<file path="src/rtl/pd_scan_pkg.sv">
// Shared types and widths for the prime/divisible-by-3 scan controller.
package pd_scan_pkg;

    localparam int unsigned VAL_W = 4;
    localparam int unsigned CNT_W = 5;

    typedef enum logic [1:0] {
        IDLE = 2'd0,
        SCAN = 2'd1,
        DONE = 2'd2
    } state_t;

endpackage

</file>
<file path="src/rtl/pd_scan_ctrl_pd.sv">
// PD block: classifies a 4-bit value as prime and/or divisible by 3.
module pd_scan_ctrl_pd
    import pd_scan_pkg::*;
(
    input  logic [VAL_W-1:0] a,
    output logic             p,
    output logic             d
);

    // Table lookup of both flags for every 4-bit value.
    always_comb begin
        p = 1'b0;
        d = 1'b0;
        case (a)
            4'd2, 4'd5, 4'd7, 4'd11, 4'd13: p = 1'b1;
            default:                        p = 1'b0;
        endcase
        case (a)
            4'd0, 4'd3, 4'd6, 4'd9, 4'd12, 4'd15: d = 1'b1;
            default:                              d = 1'b0;
        endcase
        if (a == 4'd3) begin
            p = 1'b1;
        end
    end

endmodule

</file>
<file path="src/rtl/pd_scan_ctrl.sv">
// Scans an inclusive value range, streaming each value with its prime and
// divisible-by-3 flags over a valid/ready interface and counting both flags.
module pd_scan_ctrl
    import pd_scan_pkg::*;
(
    input  logic             clk,
    input  logic             rst_n,
    input  logic             start,
    input  logic [VAL_W-1:0] lo,
    input  logic [VAL_W-1:0] hi,
    input  logic             abort,
    output logic             out_valid,
    input  logic             out_ready,
    output logic [VAL_W-1:0] out_a,
    output logic             out_p,
    output logic             out_d,
    output logic             busy,
    output logic             done,
    output logic             err,
    output logic [CNT_W-1:0] prime_cnt,
    output logic [CNT_W-1:0] div3_cnt
);

    state_t           state;
    logic [VAL_W-1:0] cur;
    logic [VAL_W-1:0] hi_r;
    logic             xfer;

    assign out_a = cur;
    assign xfer  = out_valid & out_ready;

    pd_scan_ctrl_pd u_pd (
        .a (out_a),
        .p (out_p),
        .d (out_d)
    );

    // Scan FSM with registered handshake, status pulses and flag counters.
    // Termination uses the cur==hi compare so hi=15 never relies on wrap.
    always_ff @(posedge clk or negedge rst_n) begin
        if (!rst_n) begin
            state     <= IDLE;
            cur       <= '0;
            hi_r      <= '0;
            prime_cnt <= '0;
            div3_cnt  <= '0;
            out_valid <= 1'b0;
            busy      <= 1'b0;
            done      <= 1'b0;
            err       <= 1'b0;
        end else begin
            done <= 1'b0;
            err  <= 1'b0;
            case (state)
                IDLE: begin
                    if (start) begin
                        if (lo <= hi) begin
                            cur       <= lo;
                            hi_r      <= hi;
                            prime_cnt <= '0;
                            div3_cnt  <= '0;
                            out_valid <= 1'b1;
                            busy      <= 1'b1;
                            state     <= SCAN;
                        end else begin
                            err <= 1'b1;
                        end
                    end
                end
                SCAN: begin
                    if (xfer) begin
                        prime_cnt <= prime_cnt + {{(CNT_W-1){1'b0}}, out_p};
                        div3_cnt  <= div3_cnt + {{(CNT_W-1){1'b0}}, out_d};
                    end
                    if (abort) begin
                        out_valid <= 1'b0;
                        busy      <= 1'b0;
                        state     <= IDLE;
                    end else if (xfer) begin
                        if (cur == hi_r) begin
                            out_valid <= 1'b0;
                            busy      <= 1'b0;
                            done      <= 1'b1;
                            state     <= DONE;
                        end else begin
                            cur <= cur + VAL_W'(1);
                        end
                    end
                end
                DONE: begin
                    state <= IDLE;
                end
                default: begin
                    out_valid <= 1'b0;
                    busy      <= 1'b0;
                    state     <= IDLE;
                end
            endcase
        end
    end

endmodule

</file>
<file path="config.mk">
export PLATFORM = sky130hd
export DESIGN_NAME = pd_scan_ctrl
export DESIGN_NICKNAME = d
export VERILOG_FILES = /design/src/rtl/pd_scan_pkg.sv /design/src/rtl/pd_scan_ctrl_pd.sv /design/src/rtl/pd_scan_ctrl.sv
export SDC_FILE = /design/constraint.sdc
export NUM_CORES = 1
export LEC_CHECK = 0
export CORE_MARGIN = 2
export CORE_UTILIZATION = 51
export CTS_BUF_LIST = sky130_fd_sc_hd__clkbuf_2 sky130_fd_sc_hd__clkbuf_4 sky130_fd_sc_hd__clkbuf_8
export CTS_CLUSTER_DIAMETER = 100
export DETAILED_ROUTE_END_ITERATION = 6
export GPL_TIMING_DRIVEN = 0
export PLACE_DENSITY = 0.89
export SYNTH_ARGS = -nofsm -noshare
export SYNTH_HDL_FRONTEND = slang
export SYNTH_SLANG_ARGS = --single-unit
</file>
<file path="constraint.sdc">
create_clock -name clk -period 2.2 [get_ports clk]
set_input_delay 0.33 -clock clk [delete_from_list [all_inputs] [get_ports clk]]
set_output_delay 0.33 -clock clk [all_outputs]
set_load 0.005 [all_outputs]
</file>
==> impl_metrics.toml, run 1 <==
[power]
finalPower_mw = 1.91
powerDensity_mw_per_mm2 = 1050
ir_worst_vdd_mv = 0.820
leakagePower_nw = 0.874

[synth]
synth_top_family_by_area = "simple AND/OR/NAND/NOR gates"
synthFlopType = "dfrtp_1"
synth_fp_nets = 165
ys.warnings.count = 0
synthAdderAreaFrac = 0.111
synth-seq-cells = 23
syn_area_per_cell_um2 = 9.69
synth_area_leaders = "dfrtp_1 (42%), ha_1 (11%), xor2_1 (5.2%)"
yosysTopAreaCell = "dfrtp_1"
synth_compound_area_frac = 0.144
async_flop_share = 1.00
synth_cell_types = 32
synth_area_mm2 = 0.00136
synth-edff-count = 0
synth_top_area_share = 0.424
synth_xor_xnor_area_share = 0.0517
synth.area.mux_share = 0.0526
seq_area_frac_synth = 0.424
yosys.area_share.simple = 0.159
synth_cells = 140

[critical_path]
r2r_end = "div3_cnt[4]$_DFFE_PN0P_"
r2r_setup_slack_ns = 0.11
critPathCaptureType = "flop"
start_kind = "input port"
rr_worst_depth = 11
slowest_stage = "clkdlybuf4s50_1"
rr_startpoint = "out_a[0]$_DFFE_PN0P_"
critPathKind = "in2reg"
cp-startpoint = "hi[1]"
critPathMaxStageDelay_ns = 0.46
cp_cell_sequence = "clkdlybuf4s50_1, inv_1, ha_1, nor2b_1, o211ai_1, buf_4, nand2_1, a21oi_1, nor2_1"
worstPathArrival_ns = 2.32
critPathMaxFanout = 4
cp_data_required_time_ns = 2.40

[route]
vias_per_cell = 5.71
wl_um = 3100
final_antenna_net_count = 0
drc_errors = 0
first_pass_iters = 4
wl_per_cell_um = 14.7
num_vias = 1205
drt_iter0_markers = 38

[timing]
finalHoldViolations = 0
finalCriticalPeriod_ns = 2.12
fin_tns_setup_ns = 0
fin_skew_ns = 0.00289
tightest_slew_ns = 1.02
finalSetupViolCount = 0
timing.fmax_ghz = 0.471
drv_slew = 0
period_share = 0.966
slew_headroom = 0.318

[run]
max_cap_violations = 0

[floorplanning]
die_y_um = 55.6
die_area_mm2 = 0.00309
rows = 18
die_x_um = 55.6
coreArea_mm2 = 0.00250
start_util = 0.543
ioPinCount = 33

[global_routing]
grt_max_degree = 24
grt_pass1_vias = 1150
grt_overflow = 0
track_usage = 0.202
grt_first_pass_wirelength_um = 4910
grt_antenna_before_repair = 0

[clocking]
root_buffer = "clkbuf_4"
clk_path_buf_depth = 2
clk_latency_ns = 0.31
cts_tree = "done"
clock-sinks = 23
cts_buffers = 3
ctsHoldBuffers = 0
clk_pin_slew_ns = 0.12
htree_levels = 1

[outcome]
status = "completed"

[worst_hold_path]
min_to = "hi_r[3]$_DFFE_PN0P_"
hp-class = "reg2reg"
worstHoldStart = "hi_r[3]$_DFFE_PN0P_"
min_delay_path_depth = 2

[layout]
layoutNonFillerInstCount = 211
final.fill_count = 171
syn_to_final_growth_pct = 33.8
drive_gt1_frac = 0.160
fin_area_mm2 = 0.00181
fin_nets = 207
diodes = 0

[place]
placedCellCount = 202
gp_congestion = 0.835
io_buffers = 32
hpwl_um = 2370
post_dp_cell_area_mm2 = 0.00171
==> area by class of cell <==
type                       count  area (um^2)  area share
multi-input combinational    100          726       0.400
sequential                    23          578       0.319
timing repair buffer          37          363       0.200
inverter                      13         48.8      0.0269
tap                           30         37.5      0.0207
buffer                         4         31.3      0.0172
clock buffer                   4         30.0      0.0166
==> stage by stage <==
step | setup slack (ns) | hold slack (ns) | utilization
floorplan | 0.270 | 0.0344 | -
global placement | -0.325 | 0.480 | 0.686
detailed placement | -0.415 | 0.500 | 0.686
CTS | -0.0902 | 0.528 | 0.702
global route | -0.0383 | 0.566 | 0.726
finish | 0.0756 | 0.520 | 0.726
==> cell families (layout without fill, tap and decap cells) <==
group / count (synthesis) / in the layout
AO/OA/AOI/OAI: 32 / 32
XOR/XNOR: 8 / 8
adder cells (fa/ha/maj): 12 / 12
buffers and inverters: 17 / 58
flip-flops: 23 / 23
multiplexers: 7 / 7
AND/OR/NAND/NOR: 41 / 41
==> per-layer routing <==
metal  share of wire  vias up  GRT usage
li1                -      570          -
met1            0.40      580      0.219
met2            0.52       43      0.376
met3           0.047       12     0.0372
met4           0.034        0     0.0906
met5               0        -          0
==> where the power goes <==
group | internal (mW) | switching, mW | total, mW
sequential | 0.541 | 0.124 | 0.665
clock | 0.0833 | 0.126 | 0.209
combinational | 0.551 | 0.487 | 1.04
total | 1.18 | 0.736 | 1.91
==> registers in the layout (all words and copies together) (netlist names) <==
signal / flops
div3_cnt: 5
prime_cnt: 5
hi_r: 4
out_a: 4
state: 2
busy: 1
done: 1
err: 1
==> worst max-delay path, delay by kind of cell <==
kind / cells / cell delay, ns
buffers and inverters: 3 / 0.69
AO/OA/AOI/OAI: 2 / 0.69
AND/OR/NAND/NOR: 3 / 0.32
adder cells (fa/ha/maj): 1 / 0.29
==> layout by cell type (no fill, tap or decap), types with 4 or more instances in the layout <==
master,n
a21oi_1,9
buf_4,7
clkbuf_4,4
clkdlybuf4s50_1,30
dfrtp_1,21
ha_1,11
inv_1,12
mux2i_1,6
nand2_1,13
nand4_1,5
nor2_1,11
o21ai_0,8
xor2_1,8
==> cell usage after synthesis, drive strengths merged, types with 2 or more instances <==
cell	instances
o21ai	11
nor2	12
ha	12
buf	3
o22a	2
nand2	13
o211ai	2
xor2	8
a31oi	3
mux2i	6
a21oi	9
o21a	2
inv	13
dfrtp	23
nand4	5
and3b	2
==> how the worst max path moves through the flow <==
stage	end	slack, ns	cells after the start
final	div3_cnt[3]$_DFFE_PN0P_	0.08	9
after global routing	out_a[0]$_DFFE_PN0P_	-0.04	9
after floorplan	div3_cnt[4]$_DFFE_PN0P_	0.27	11
after CTS	out_d	-0.09	7
after global placement	out_a[0]$_DFFE_PN0P_	-0.33	9
after detailed placement	out_a[0]$_DFFE_PN0P_	-0.42	9
==> timing repair <==
| action | CTS | global route |
|---|---|---|
| pin swaps | 0 | 2 |
| endpoints found under the setup margin | 4 | 7 |
| resized for setup | 7 | 7 |
| hold endpoints to repair | 0 | 0 |
| setup buffers | 0 | 5 |
| gates cloned | 0 | 0 |
No activity file was read; power rests on OpenSTA's default activity.
==> run 2, diff against run 1 <==
==> constraint.sdc (replaced) <==
create_clock -name clk -period 2.2 [get_ports clk]
set_input_delay 0.33 -clock clk [delete_from_list [all_inputs] [get_ports clk]]
set_output_delay 0.33 -clock clk [all_outputs]
set_load 0.1 [all_outputs]
==> run 2 against run 1 <==
Clock-buffer cell count shrank 1. First-iteration DRC count rose by 66%. Core utilization increased by 1.1 points. Critical path depth down 8. Setup slack got worse by 0.022 ns. Cell area grew 1.4%. Routed wire length about the same. Register-to-register slack better by 0.07 ns. Fmax decreased by 1.0%. Final cell count fell by 2.4%. Sequential share of layout area is 0.089 points higher.
==> impl_metrics.toml, run 2 (same netlist as run 1, synthesis figures left out) <==
[global_routing]
grt_pass1_vias = 1155
grt_max_degree = 24
grt_first_pass_wirelength_um = 5090
grt_overflow = 0
grt_antenna_before_repair = 0
track_usage = 0.206

[clocking]
cts_tree = "done"
cts_buffers = 3
root_buffer = "clkbuf_4"
clock-sinks = 23
ctsHoldBuffers = 0
clk_latency_ns = 0.32
post_cts_buffers = 0
clk_pin_slew_ns = 0.14
htree_levels = 1
clk_path_buf_depth = 2

[worst_hold_path]
min_delay_path_depth = 2
min_to = "hi_r[2]$_DFFE_PN0P_"
worstHoldStart = "hi_r[2]$_DFFE_PN0P_"
hp-class = "reg2reg"

[floorplanning]
die_y_um = 55.6
ioPinCount = 33
start_util = 0.543
die_area_mm2 = 0.00309
die_x_um = 55.6
coreArea_mm2 = 0.00250
rows = 18

[critical_path]
cp_top_family = "buffers and inverters"
r2r_end = "out_a[2]$_DFFE_PN0P_"
crit_buf_inv = 1
critPathMaxStageDelay_ns = 1.13
r2r_setup_slack_ns = 0.18
critPathCaptureType = "primary output"
rr_worst_depth = 6
rr_startpoint = "out_a[2]$_DFFE_PN0P_"
cp_cell_sequence = "clkdlybuf4s50_1"
slowest_stage = "clkdlybuf4s50_1"
cp_data_required_time_ns = 1.87
start_kind = "flop"
critPathKind = "reg2out"
critPathMaxFanout = 1
worstPathArrival_ns = 1.82

[layout]
fin_util = 0.736
diodes = 0
layoutNonFillerInstCount = 206
reg_top3 = "div3_cnt x5, prime_cnt x5"
fin_nets = 202
syn_to_final_growth_pct = 35.7
final_common_cell = "dfrtp_1"
drive_gt1_frac = 0.193
layout_common_cells = "dfrtp_1 (19), clkdlybuf4s50_1 (14), nand2_1 (13), dlygate4sd2_1 (13)"
final.fill_count = 191

[place]
placedCellCount = 202
hpwl_um = 2380
gp_congestion = 0.812
io_buffers = 32

[timing]
period_share = 0.975
tightest_slew_ns = 1.02
finalSetupViolCount = 0
finalHoldViolations = 0
rsz0062_at_grt = "true"
slew_headroom = 0.315
timing.fmax_ghz = 0.466
finalCriticalPeriod_ns = 2.15
fin_skew_ns = 0.00518
drv_slew = 0

[outcome]
status = "completed"

[route]
vias_per_cell = 5.56
num_vias = 1146
drc_errors = 0
first_pass_iters = 4
wl_um = 3100
drt_iter0_markers = 63
wl_per_cell_um = 15.0
final_antenna_net_count = 0

[run]
max_cap_violations = 0
-- run 2: area by class of cell --
cell class              instances  area, um^2  share of cell area
multi-input cells             100         796               0.432
flip-flops and latches         23         588               0.320
clock inverters                 1        5.00             0.00272
clock buffers                   3        22.5              0.0122
plain buffers                   4        31.3              0.0170
well taps                      30        37.5              0.0204
inverters                      13        53.8              0.0292
repair buffers                 32         307               0.167
-- run 2: worst max path at each step --
stage                                    end  cells past startpoint                     start  slack, ns
floorplan           prime_cnt[4]$_DFFE_PN0P_                      9      out_a[0]$_DFFE_PN0P_      -0.35
global placement        out_a[0]$_DFFE_PN0P_                      9                     lo[0]      -0.35
detailed placement      out_a[0]$_DFFE_PN0P_                      9                     lo[0]      -0.48
CTS                             prime_cnt[0]                      1  prime_cnt[0]$_DFFE_PN0P_      0.004
global route            out_a[0]$_DFFE_PN0P_                      9                     hi[1]      -0.03
finish                                   err                      1             err$_DFF_PN0_       0.05
-- run 2: metal layers --
layer / up-vias / GRT usage / share of wire
met5: - / 0 / 0
met3: 5 / 0.0419 / 0.050
li1: 557 / - / -
met2: 30 / 0.367 / 0.52
met1: 554 / 0.243 / 0.42
met4: 0 / 0.0732 / 0.010
-- run 2: through the flow --
stage	setup slack [ns]	hold slack (ns)	setup TNS (ns)	cell area (um^2)
3_5_place_dp	-0.475	0.495	-5.49	1810
5_1_grt	-0.0295	0.546	-0.0295	1840
2_1_floorplan	-0.347	0.0344	-1.57	1450
3_3_place_gp	-0.353	0.481	-3.90	1810
6_report	0.0541	0.528	0	1840
4_1_cts	0.00359	0.525	0	1820
-- run 2: repair_timing --
item	CTS	global route
endpoints found under the hold margin	0	0
resized for setup	26	6
setup endpoints to repair	18	5
-- run 2: worst min-delay path: cells and delay by family (launching register included) --
family           cells  cell delay (ns)
AND/OR/NAND/NOR      1             0.05
flip-flops           1             0.39
AO/OA/AOI/OAI        1             0.06
Power of run 2 is not shown: default switching activity piles up to over one toggle a cycle in this logic, so the estimate is an artifact.
==> run 3, diff against run 2 <==
--- a/config.mk
+++ b/config.mk
@@ -8,7 +8,7 @@
 export CORE_MARGIN = 2
 export CORE_UTILIZATION = 51
 export CTS_BUF_LIST = sky130_fd_sc_hd__clkbuf_2 sky130_fd_sc_hd__clkbuf_4 sky130_fd_sc_hd__clkbuf_8
-export CTS_CLUSTER_DIAMETER = 100
+export CTS_CLUSTER_DIAMETER = 30
 export DETAILED_ROUTE_END_ITERATION = 6
 export GPL_TIMING_DRIVEN = 0
 export PLACE_DENSITY = 0.89
==> results of run 3 <==
Final layout, timing and power as in run 2 (identical DEF).
Power of run 3 is left out for the same reason.
